File: src/rtl/fp_pkg.sv
// Shared types for the 13-bit fp_t format: {sign, exp[3:0], man[7:0]},
// value = (-1)^sign * 0.man * 2^exp.
package fp_pkg;

  localparam int EXP_W = 4;
  localparam int MAN_W = 8;
  localparam logic [EXP_W-1:0] EXP_MAX = 4'hF;

  typedef struct packed {
    logic             sign;
    logic [EXP_W-1:0] exp;
    logic [MAN_W-1:0] man;
  } fp_t;

  localparam fp_t FP_ZERO = '0;

  typedef enum logic [2:0] {
    ST_IDLE     = 3'd0,
    ST_ALIGN    = 3'd1,
    ST_ADD      = 3'd2,
    ST_NORM     = 3'd3,
    ST_DONE_CHK = 3'd4,
    ST_OUT      = 3'd5
  } state_t;

  // A zero mantissa means zero whatever the exponent field holds.
  function automatic logic is_zero(input fp_t v);
    return (v.man == '0);
  endfunction

endpackage

File: src/rtl/fp_normalize_step.sv
// One combinational normalize step on a 9-bit sum mantissa: carry right-shift,
// overflow saturation value, zero forcing, or a single left-shift.
module fp_normalize_step
  import fp_pkg::*;
(
  input  logic             i_sign,
  input  logic [EXP_W-1:0] i_exp,
  input  logic [MAN_W:0]   i_man,
  output logic             o_sign,
  output logic [EXP_W-1:0] o_exp,
  output logic [MAN_W:0]   o_man,
  output logic             o_done,
  output logic             o_ovf
);

  always_comb begin
    o_sign = i_sign;
    o_exp  = i_exp;
    o_man  = i_man;
    o_done = 1'b1;
    o_ovf  = 1'b0;
    if (i_man[MAN_W]) begin
      if (i_exp == EXP_MAX) begin
        o_ovf = 1'b1;
        o_exp = EXP_MAX;
        o_man = {1'b0, {MAN_W{1'b1}}};
      end else begin
        o_man = i_man >> 1;
        o_exp = i_exp + 1'b1;
      end
    end else if (i_man == '0) begin
      o_sign = 1'b0;
      o_exp  = '0;
    end else if (!i_man[MAN_W-1] && (i_exp != '0)) begin
      // Another cycle is needed to see whether the shifted value is normalized.
      o_man  = i_man << 1;
      o_exp  = i_exp - 1'b1;
      o_done = 1'b0;
    end
  end

endmodule

File: src/rtl/fp_accumulator.sv
// Multi-cycle fp_t stream accumulator: align, sign-magnitude add, normalize,
// and present the total after the operand flagged last.
module fp_accumulator
  import fp_pkg::*;
#(
  parameter logic SAT_ON_OVF = 1'b1
) (
  input  logic        clk,
  input  logic        rst_n,
  input  logic        in_valid,
  output logic        in_ready,
  input  logic [12:0] in_data,
  input  logic        in_last,
  output logic        out_valid,
  input  logic        out_ready,
  output logic [12:0] out_data,
  output logic        overflow
);

  state_t           r_state;
  state_t           w_state_nx;
  fp_t              r_acc;
  fp_t              r_op;
  fp_t              r_out;
  logic             r_last;
  logic             r_in_ready;
  logic             r_out_valid;
  logic             r_ovf;
  logic [MAN_W:0]   r_sum;
  logic             r_sign;
  logic [EXP_W-1:0] r_exp;

  fp_t              w_in;
  logic             w_in_fire;
  logic             w_exp_eq;
  logic             w_acc_small;
  logic [EXP_W-1:0] w_diff;
  logic             w_far;
  logic             w_same_sign;
  logic             w_acc_ge;
  logic             w_n_sign;
  logic [EXP_W-1:0] w_n_exp;
  logic [MAN_W:0]   w_n_man;
  logic             w_n_done;
  logic             w_n_ovf;

  assign w_in        = fp_t'(in_data);
  assign w_in_fire   = in_valid && r_in_ready;
  assign w_exp_eq    = (r_acc.exp == r_op.exp);
  assign w_acc_small = (r_acc.exp < r_op.exp);
  assign w_diff      = w_acc_small ? (r_op.exp - r_acc.exp) : (r_acc.exp - r_op.exp);
  assign w_far       = (w_diff > 4'd8);
  assign w_same_sign = (r_acc.sign == r_op.sign);
  assign w_acc_ge    = (r_acc.man >= r_op.man);

  fp_normalize_step u_norm (
    .i_sign (r_sign),
    .i_exp  (r_exp),
    .i_man  (r_sum),
    .o_sign (w_n_sign),
    .o_exp  (w_n_exp),
    .o_man  (w_n_man),
    .o_done (w_n_done),
    .o_ovf  (w_n_ovf)
  );

  // ---- control: state register and next-state logic ----
  always_ff @(posedge clk or negedge rst_n) begin
    if (!rst_n) begin
      r_state    <= ST_IDLE;
      r_in_ready <= 1'b0;
    end else begin
      r_state    <= w_state_nx;
      r_in_ready <= (w_state_nx == ST_IDLE);
    end
  end

  always_comb begin
    w_state_nx = r_state;
    case (r_state)
      ST_IDLE:     if (w_in_fire) w_state_nx = is_zero(r_acc) ? ST_DONE_CHK : ST_ALIGN;
      ST_ALIGN:    if (w_exp_eq) w_state_nx = ST_ADD;
      ST_ADD:      w_state_nx = ST_NORM;
      ST_NORM:     if (w_n_done) w_state_nx = ST_DONE_CHK;
      ST_DONE_CHK: w_state_nx = r_last ? ST_OUT : ST_IDLE;
      ST_OUT:      if (out_ready) w_state_nx = ST_IDLE;
      default:     w_state_nx = ST_IDLE;
    endcase
  end

  // ---- accumulator, result register and sticky overflow ----
  always_ff @(posedge clk or negedge rst_n) begin
    if (!rst_n) begin
      r_acc       <= FP_ZERO;
      r_out       <= FP_ZERO;
      r_out_valid <= 1'b0;
      r_ovf       <= 1'b0;
      r_last      <= 1'b0;
    end else begin
      case (r_state)
        ST_IDLE: begin
          if (w_in_fire) begin
            r_last <= in_last;
            if (is_zero(r_acc)) r_acc <= w_in;
          end
        end
        ST_ALIGN: begin
          if (!w_exp_eq && w_acc_small) begin
            if (w_far) begin
              r_acc <= '{sign: r_acc.sign, exp: r_op.exp, man: '0};
            end else begin
              r_acc.man <= r_acc.man >> 1;
              r_acc.exp <= r_acc.exp + 1'b1;
            end
          end
        end
        ST_NORM: begin
          if (w_n_done) begin
            if (w_n_ovf) begin
              r_ovf <= 1'b1;
              if (SAT_ON_OVF) r_acc <= '{sign: w_n_sign, exp: w_n_exp, man: w_n_man[MAN_W-1:0]};
            end else begin
              r_acc <= '{sign: w_n_sign, exp: w_n_exp, man: w_n_man[MAN_W-1:0]};
            end
          end
        end
        ST_DONE_CHK: begin
          if (r_last) begin
            r_out       <= r_acc;
            r_out_valid <= 1'b1;
          end
        end
        ST_OUT: begin
          if (out_ready) begin
            r_acc       <= FP_ZERO;
            r_ovf       <= 1'b0;
            r_out_valid <= 1'b0;
          end
        end
        default: ;
      endcase
    end
  end

  // ---- operand, add and normalize working registers ----
  always_ff @(posedge clk) begin
    case (r_state)
      ST_IDLE: begin
        if (w_in_fire) r_op <= w_in;
      end
      ST_ALIGN: begin
        if (!w_exp_eq && !w_acc_small) begin
          if (w_far) begin
            r_op <= '{sign: r_op.sign, exp: r_acc.exp, man: '0};
          end else begin
            r_op.man <= r_op.man >> 1;
            r_op.exp <= r_op.exp + 1'b1;
          end
        end
      end
      ST_ADD: begin
        r_exp <= r_acc.exp;
        if (w_same_sign) begin
          r_sum  <= {1'b0, r_acc.man} + {1'b0, r_op.man};
          r_sign <= r_acc.sign;
        end else if (w_acc_ge) begin
          r_sum  <= {1'b0, r_acc.man} - {1'b0, r_op.man};
          r_sign <= r_acc.sign;
        end else begin
          r_sum  <= {1'b0, r_op.man} - {1'b0, r_acc.man};
          r_sign <= r_op.sign;
        end
      end
      ST_NORM: begin
        if (!w_n_done) begin
          r_sign <= w_n_sign;
          r_exp  <= w_n_exp;
          r_sum  <= w_n_man;
        end
      end
      default: ;
    endcase
  end

  assign in_ready  = r_in_ready;
  assign out_valid = r_out_valid;
  assign out_data  = r_out;
  assign overflow  = r_ovf;

endmodule

File: config.mk
export PLATFORM = sky130hd
export DESIGN_NAME = fp_accumulator
export DESIGN_NICKNAME = d
export VERILOG_FILES = /design/src/rtl/fp_pkg.sv /design/src/rtl/fp_normalize_step.sv /design/src/rtl/fp_accumulator.sv
export SDC_FILE = /design/constraint.sdc
export NUM_CORES = 1
export LEC_CHECK = 0
export BUFFER_PORTS_ARGS = -buffer_cell sky130_fd_sc_hd__buf_2
export CAP_MARGIN = 20
export CORE_ASPECT_RATIO = 0.75
export CORE_MARGIN = 2
export CORE_UTILIZATION = 55
export DETAILED_ROUTE_END_ITERATION = 10
export GPL_TIMING_DRIVEN = 0
export PLACE_DENSITY_LB_ADDON = 0.08
export SLEW_MARGIN = 0
export SYNTH_ARGS = -nofsm -noshare
export SYNTH_HDL_FRONTEND = slang
export SYNTH_SLANG_ARGS = --single-unit
File: constraint.sdc
create_clock -name clk -period 5.6 [get_ports clk]
set_input_delay 0.28 -clock clk [delete_from_list [all_inputs] [get_ports clk]]
set_output_delay 0.28 -clock clk [all_outputs]
set_load 0.02 [all_outputs]
==> implementation parameters, run 1 <==
Parameter                              Value

Status
  Status ... finished, final reports clean

Floorplan
  Starting Density ... between 50 and 60%
  Die outline width ... between 100 and 150 µm
  # IOs ... 34
  Row Count ... 29
  Vertical die dimension ... between 80 and 90 µm
  Full die area ... ~9500 µm²
  Total core area ... 8490 µm²

Synth
  Count of flip-flops with a built-in enable after synthesis ... 27
  Multiplexer fraction of the synthesized cell area ... between 6 and 7%
  Sequential-to-total area share from yosys stat ... ~34%
  Post-synthesis compound-gate area fraction ... between 20% and 30%
  Async set or reset register ratio after synthesis ... between 50 and 60%
  Synthesized-area fraction occupied by and/or/nand/nor cells ... 17.7%
  Synthesized netlist cell count ... 530
  Yosys warning count ... 0
  Net count after synthesis ... between 500 and 600
  Post-Synth XOR/XNOR Area ... ~1.9%
  Distinct cells, synth ... 69
  FF+latch count, synth ... 60
  Top_reg_cell synth ... sky130_fd_sc_hd__dfrtp_1
  Post-Synth Adder-Cell Area ... around 11%
  Post-synthesis cell type with the largest combined area ... sky130_fd_sc_hd__dfrtp_1
  Avg Synthesized Cell Area ... just over 9 µm²
  Synth top area share ... 17.1%
  Dominant combinational cell family by area after synthesis ... compound AO/OA/AOI/OAI gates
  Leading post-synthesis cells by cell area ... sky130_fd_sc_hd__dfrtp_1 17%, sky130_fd_sc_hd__edfxtp_1 17%, sky130_fd_sc_hd__ha_1 9.1%, sky130_fd_sc_hd__mux2_2 4.4%, sky130_fd_sc_hd__nand2_1 4.0%
  Post-synthesis instance area ... slightly below 5000 µm²

Clock tree
  H-tree lvl count ... 3
  CTS tree ... done
  Clock Latency Late Sink ... approximately 330 ps
  Number of clock sinks seen by CTS ... 60
  Post-CTS Setup Repair Bufs ... 0
  Number of buffers on the longest clock path ... 2
  Clock transition at path regs ... 50 ps
  Count of hold buffers inserted by post-cts repair ... 0
  Number of clock buffers inserted by TritonCTS ... 9
  Gates resized, CTS repair ... 0
  Clock tree root buffer cell ... sky130_fd_sc_hd__clkbuf_16

Hold path
  Type of the most critical hold path ... primary input to async pin

Drt
  Detailed-route DRC error count ... 0
  Via density ... approximately 6.4
  Post-route antenna net violation count ... 0
  Vias after detailed routing ... 4,386
  Total detailed-routing wirelength ... 13.5 mm
  DR WL/cell ... between 15 and 20 µm
  Count of TritonRoute iterations in the first routing pass ... 5
  First-iteration detailed-routing DRC count ... 346

STA
  Final-report max-slew violation count ... 0
  Worst-Margin Slew ... 849 ps
  Number of failing setup endpoints in the final timing report ... 0
  Maximum frequency from static timing analysis ... between 0.3 and 0.4 GHz
  Worst max-slew margin expressed relative to the limit ... between 40% and 50%
  Share of the clock period used by the worst path ... a little under three fifths
  Final TNS setup ... 0 ps
  Unrepaired setup endpoints after global routing ... false
  Final Hold Violating Endpoints ... 0
  Minimum clock period ... 3180 ps
  Worst Skew ... 7.03 ps

Setup path
  Critical path arrival ... around 3300 ps
  Type of the worst setup path ... register to register
  Highest-delay cell along the critical path ... sky130_fd_sc_hd__dfrtp_1
  Maximum fanout along the worst path ... 10
  Critical Path Max Stage Delay ... a little under 600 ps
  Critical path capture point type ... register
  Crit path required time ... between 5000 and 6000 ps
  Cell Chain, Critical Path ... inv_1 > ha_1 > fa_1 > nand2b_2 > a21oi_4 > mux2i_2 > xor2_2 > buf_6 > o21ai_0 > a31oi_1
  Worst Setup Start Kind ... register

Placement
  Quantity of I/O buffers inserted on ports ... 33
  Post-placement cell area ... between 5000 and 6000 µm²
  DP HPWL ... 10.6 mm
  Final GP Congestion ... approximately 0.94

GRT
  Number of antenna violations at the first check in global routing ... 0
  Number of global-route vias before repair ... around 4,200
  Overflow left after global routing ... 0
  Maximum number of pins on one net before global-route repair ... 34
  Overall Global Routing Usage ... 29.6%
  Global-route wire length before repair ... ~22 mm

Final layout
  Final core occ ... 63.9%
  Post-Layout Inst Area ... between 5000 and 6000 µm²
  Fin nets ... roughly 630
  Number of antenna cells inserted ... 0
  Area growth syn-to-layout ... 12.6%
  Share of layout cells above drive strength 1 ... between 10% and 20%

Flow run
  # Max-Cap Violations ... 0
state kept, by name, indices dropped and copies added, names as in the netlist:
name / cells
out_valid: 1
r_sum: 9
overflow: 1
out_data: 13
r_acc: 13
r_state: 3
r_sign: 1
in_ready: 1
r_op: 13
r_exp: 4
r_last: 1
placed cells by master, fill, tap and decap left out, types with 4 or more instances in the layout:
master	count
sky130_fd_sc_hd__a21o_1	9
sky130_fd_sc_hd__inv_1	38
sky130_fd_sc_hd__o21ai_0	24
sky130_fd_sc_hd__ha_1	35
sky130_fd_sc_hd__nor4_1	4
sky130_fd_sc_hd__nor3_1	14
sky130_fd_sc_hd__a41oi_1	6
sky130_fd_sc_hd__and3_1	4
sky130_fd_sc_hd__nand3_1	17
sky130_fd_sc_hd__buf_4	4
sky130_fd_sc_hd__nand3b_1	4
sky130_fd_sc_hd__xnor2_1	4
sky130_fd_sc_hd__nor2_2	4
sky130_fd_sc_hd__dfrtp_1	33
sky130_fd_sc_hd__mux2i_1	8
sky130_fd_sc_hd__clkbuf_1	11
sky130_fd_sc_hd__buf_2	43
sky130_fd_sc_hd__nand2b_1	8
sky130_fd_sc_hd__and2_1	4
sky130_fd_sc_hd__o221ai_1	4
sky130_fd_sc_hd__o211ai_1	16
sky130_fd_sc_hd__a21oi_1	31
sky130_fd_sc_hd__buf_6	4
sky130_fd_sc_hd__clkbuf_16	10
sky130_fd_sc_hd__nand4_1	6
sky130_fd_sc_hd__nand2_1	51
sky130_fd_sc_hd__mux2_2	19
sky130_fd_sc_hd__a31oi_1	10
sky130_fd_sc_hd__fa_1	5
sky130_fd_sc_hd__nor2_1	41
sky130_fd_sc_hd__edfxtp_1	27
sky130_fd_sc_hd__a211oi_1	5
sky130_fd_sc_hd__o31ai_1	13
Yosys cell counts (14+ instances only):
master / count
sky130_fd_sc_hd__o211ai_1: 16
sky130_fd_sc_hd__nor2_1: 41
sky130_fd_sc_hd__inv_1: 38
sky130_fd_sc_hd__ha_1: 35
sky130_fd_sc_hd__mux2_2: 19
sky130_fd_sc_hd__nand3_1: 17
sky130_fd_sc_hd__a21oi_1: 31
sky130_fd_sc_hd__nand2_1: 51
sky130_fd_sc_hd__dfrtp_1: 33
sky130_fd_sc_hd__nor3_1: 14
sky130_fd_sc_hd__o21ai_0: 25
sky130_fd_sc_hd__edfxtp_1: 27
cell families (layout without fill, tap and decap cells):
kind of cell | after synthesis | count (layout)
AND/OR/NAND/NOR | 173 | 173
AO/OA/AOI/OAI | 155 | 155
buffers and inverters | 65 | 115
flip-flops | 60 | 60
adder cells (fa/ha/maj) | 40 | 40
multiplexers | 28 | 28
XOR/XNOR | 9 | 9
worst max-delay path, delay by kind of cell, from the launching register on:
kind / cells / cell delay (ps)
compound gates: 3 / 510
mux: 1 / 340
simple gates: 1 / 220
flops: 1 / 580
fa+ha+maj: 2 / 670
buf+inv: 2 / 300
xor+xnor: 1 / 400
worst paths after layout:
path                        startpoint     endpoint  slack [ps]  cells past startpoint
max in group asynchronous        rst_n    out_valid        5070                      1
hold / removal                   rst_n  out_data[9]          30                      1
min in group clk               in_last       r_last         160                      3
setup / recovery              r_acc[8]      r_op[9]        2420                     10
setup reg to reg              r_acc[8]      r_op[9]        2420                     10
hold reg to reg            out_data[8]  out_data[8]         500                      1
per-stage QoR:
stage          hold slack (ps)  cells  setup WS, ps
3_3_place_gp               397    671          2010
2_1_floorplan            -15.6    530          2740
6_report                  33.4    688          2420
3_5_place_dp               405    672          2460
5_1_grt                   97.6    688          2200
4_1_cts                   57.6    688          2460
cell type report:
| type | count | area, µm² |
|---|---|---|
| timing repair buffer | 34 | 173 |
| sequential | 60 | 1640 |
| fill | 730 | 3060 |
| tap | 108 | 135 |
| inverter | 38 | 143 |
| buffer | 27 | 155 |
| clock buffer | 13 | 282 |
| clock inverter | 3 | 16.3 |
| multi-input combinational | 405 | 2890 |
routing by layer:
layer	track usage [%]	vias up	share of wire (%)
li1	-	2059	-
met1	46.2	2102	49
met2	41.1	204	40
met3	6.21	21	9.2
met4	8.98	0	1.5
met5	0	-	0
Power of run 1 is left out: the tool's default activity adds up to more than one toggle a clock period on the data nets, which glitch-free logic cannot reach.
==> inputs of run 2 (changes only) <==
clock period = 2.8 ns   (was 5.6 ns; I/O delays follow)
==> implementation parameters, run 2 (synthesized netlist as in run 1, its figures left out) <==
Parameter                              Value

Floorplan
  # IOs ... 34 (unchanged)
  Vertical die dimension ... 85.1 µm (unchanged)
  Die outline width ... 112 µm (unchanged)
  Row Count ... 29 (unchanged)
  Full die area ... 9540 µm² (unchanged)
  Total core area ... 8490 µm² (unchanged)
  Starting Density ... 56.8% (unchanged)

GRT
  Number of global-route vias before repair ... 4,185 (was 4,247)
  Maximum number of pins on one net before global-route repair ... 34 (unchanged)
  Global-route wire length before repair ... 22.4 mm (about the same)
  Overall Global Routing Usage ... 29.9% (was 29.6%)
  Number of antenna violations at the first check in global routing ... 0 (unchanged)
  Overflow left after global routing ... 0 (unchanged)

STA
  Share of the clock period used by the worst path ... 100% (was 56.8%)
  Final-report max-slew violation count ... 0 (unchanged)
  PnR worst setup slack ... -5.45 ps (was 2420 ps)
  Number of failing setup endpoints in the final timing report ... 1 (was 0)
  Unrepaired setup endpoints after global routing ... true (was false)
  Worst-Margin Slew ... 839 ps (was 849 ps)
  Minimum clock period ... 2810 ps (was 3180 ps)
  Worst max-slew margin expressed relative to the limit ... 43.7% (was 43.0%)
  Final Hold Violating Endpoints ... 0 (unchanged)
  Maximum frequency from static timing analysis ... 0.356 GHz (was 0.314 GHz)
  Worst Skew ... 7.16 ps (was 7.03 ps)

Status
  Status ... finished, violations left (was finished, final reports clean)
  Violations in the final reports ... negative setup slack

Drt
  First-iteration detailed-routing DRC count ... 368 (was 346)
  Total detailed-routing wirelength ... 13.9 mm (was 13.5 mm)
  Vias after detailed routing ... 4,413 (was 4,386)
  Via density ... 6.31 (was 6.38)
  DR WL/cell ... 19.8 µm (was 19.6 µm)
  Detailed-route DRC error count ... 0 (unchanged)
  Post-route antenna net violation count ... 0 (unchanged)
  Count of TritonRoute iterations in the first routing pass ... 5 (unchanged)

Clock tree
  Number of buffers on the longest clock path ... 2 (unchanged)
  CTS tree ... done (unchanged)
  Clock Latency Late Sink ... 330 ps (about the same)
  Number of clock buffers inserted by TritonCTS ... 9 (unchanged)
  H-tree lvl count ... 3 (unchanged)
  Clock tree root buffer cell ... sky130_fd_sc_hd__clkbuf_16 (unchanged)
  Number of clock sinks seen by CTS ... 60 (unchanged)
  Clock transition at path regs ... 50 ps (about the same)

Placement
  Final GP Congestion ... 0.943 (was 0.935)
  Quantity of I/O buffers inserted on ports ... 33 (unchanged)
  DP HPWL ... 10.5 mm (was 10.6 mm)
  Post-Place Worst Slack ... -352 ps (was 2460 ps)

Setup path
  Crit path required time ... 2860 ps (was 5760 ps)
  Maximum fanout along the worst path ... 6 (was 10)
  Critical path capture point type ... register (unchanged)
  Worst Setup Start Kind ... register (unchanged)
  Critical path arrival ... 2870 ps (was 3340 ps)
  Cell Chain, Critical Path ... ha_4 > fa_2 > nand2b_4 > a21oi_4 > mux2i_4 > xor2_4 > buf_6 > o211ai_1 > o311ai_2 (was inv_1 > ha_1 > fa_1 > nand2b_2 > a21oi_4 > mux2i_2 > xor2_2 > buf_6 > o21ai_0 > a31oi_1)
  Highest-delay cell along the critical path ... sky130_fd_sc_hd__edfxtp_1 (was sky130_fd_sc_hd__dfrtp_1)
  Type of the worst setup path ... register to register (unchanged)
  Critical Path Max Stage Delay ... 470 ps (was 580 ps)

Final layout
  Area growth syn-to-layout ... 16.4% (was 12.6%)
  Commonest non-fill, non-tap cells in the layout ... 51 x sky130_fd_sc_hd__nand2_1, 43 x sky130_fd_sc_hd__buf_2, 40 x sky130_fd_sc_hd__nor2_1 (was 51 x sky130_fd_sc_hd__nand2_1, 43 x sky130_fd_sc_hd__buf_2, 41 x sky130_fd_sc_hd__nor2_1)
  Number of antenna cells inserted ... 0 (unchanged)
  Fin nets ... 644 (was 633)
  Share of layout cells above drive strength 1 ... 22.0% (was 18.6%)
  Most common cell after layout, fill and taps aside ... sky130_fd_sc_hd__nand2_1 (unchanged)

Flow run
  # Max-Cap Violations ... 0 (unchanged)

Hold path
  Type of the most critical hold path ... primary input to register (was primary input to async pin)
## run 2: changes by cell type in the layout (fill, tap and decap cells not counted), moves of 2 or more
cell,change
sky130_fd_sc_hd__mux2i_4,+2
sky130_fd_sc_hd__buf_4,+11
sky130_fd_sc_hd__dfrtp_2,+4
sky130_fd_sc_hd__nor2_2,-2
sky130_fd_sc_hd__clkbuf_8,-2
sky130_fd_sc_hd__ha_1,-2
sky130_fd_sc_hd__nor2_4,+3
sky130_fd_sc_hd__dfrtp_1,-4
sky130_fd_sc_hd__clkinv_1,+2
## run 2: path summary, 6_finish.rpt
kind / startpoint / endpoint / slack [ps] / cells after the start
setup / recovery: r_op[8] / r_op[10] / -5 / 9
hold / removal: in_last / r_last / 3 / 3
setup reg to reg: r_op[8] / r_op[10] / -5 / 9
hold reg to reg: out_data[0] / out_data[0] / 500 / 1
max in group asynchronous: rst_n / r_acc[10] / 1830 / 2
min in group asynchronous: rst_n / out_data[9] / 420 / 2
## run 2: layout make-up
cell class | instances | area [µm²]
sequential | 60 | 1640
inverter | 38 | 143
tap | 108 | 135
buffer | 26 | 151
clock inverter | 6 | 55.1
timing repair buffer | 46 | 265
fill | 705 | 2880
clock buffer | 10 | 229
multi-input combinational | 405 | 2990
## run 2: routing by layer
metal / vias to the layer above / GRT usage (%) / wire (µm)
li1: 2085 / - / -
met1: 2126 / 46.4 / 6750
met2: 177 / 42.2 / 5690
met3: 25 / 6.00 / 1210
met4: 0 / 8.54 / 216
met5: - / 0 / 0
## run 2: stage by stage
step	instance area [µm²]	util, %	hold WS [ps]	setup TNS (ps)	std cells
after floorplan	4820	-	-156	0	530
after global routing	5610	66.1	25.0	-74.7	699
after global placement	5120	60.3	249	-7660	671
final	5610	66.1	3.29	-5.45	699
after CTS	5500	64.8	5.34	0	695
after detailed placement	5120	60.3	258	-9090	671
## run 2: what timing repair did
item / CTS / global route
hold buffers: 1 / 0
endpoints found under the hold margin: 33 / 0
pin swaps: 1 / 6
gates resized for setup: 8 / 16
setup buffers: 7 / 4
endpoints found under the setup margin: 34 / 21
gates cloned: 0 / 1
## run 2: critical path, delay by kind of cell (launching register included)
kind | cells | cell delay [ps]
adder cells (fa/ha/maj) | 2 | 620
XOR/XNOR | 1 | 150
buffers and inverters | 1 | 160
flip-flops | 1 | 470
AO/OA/AOI/OAI | 3 | 620
multiplexers | 1 | 360
AND/OR/NAND/NOR | 1 | 160
Power of run 2 is left out for the same reason.
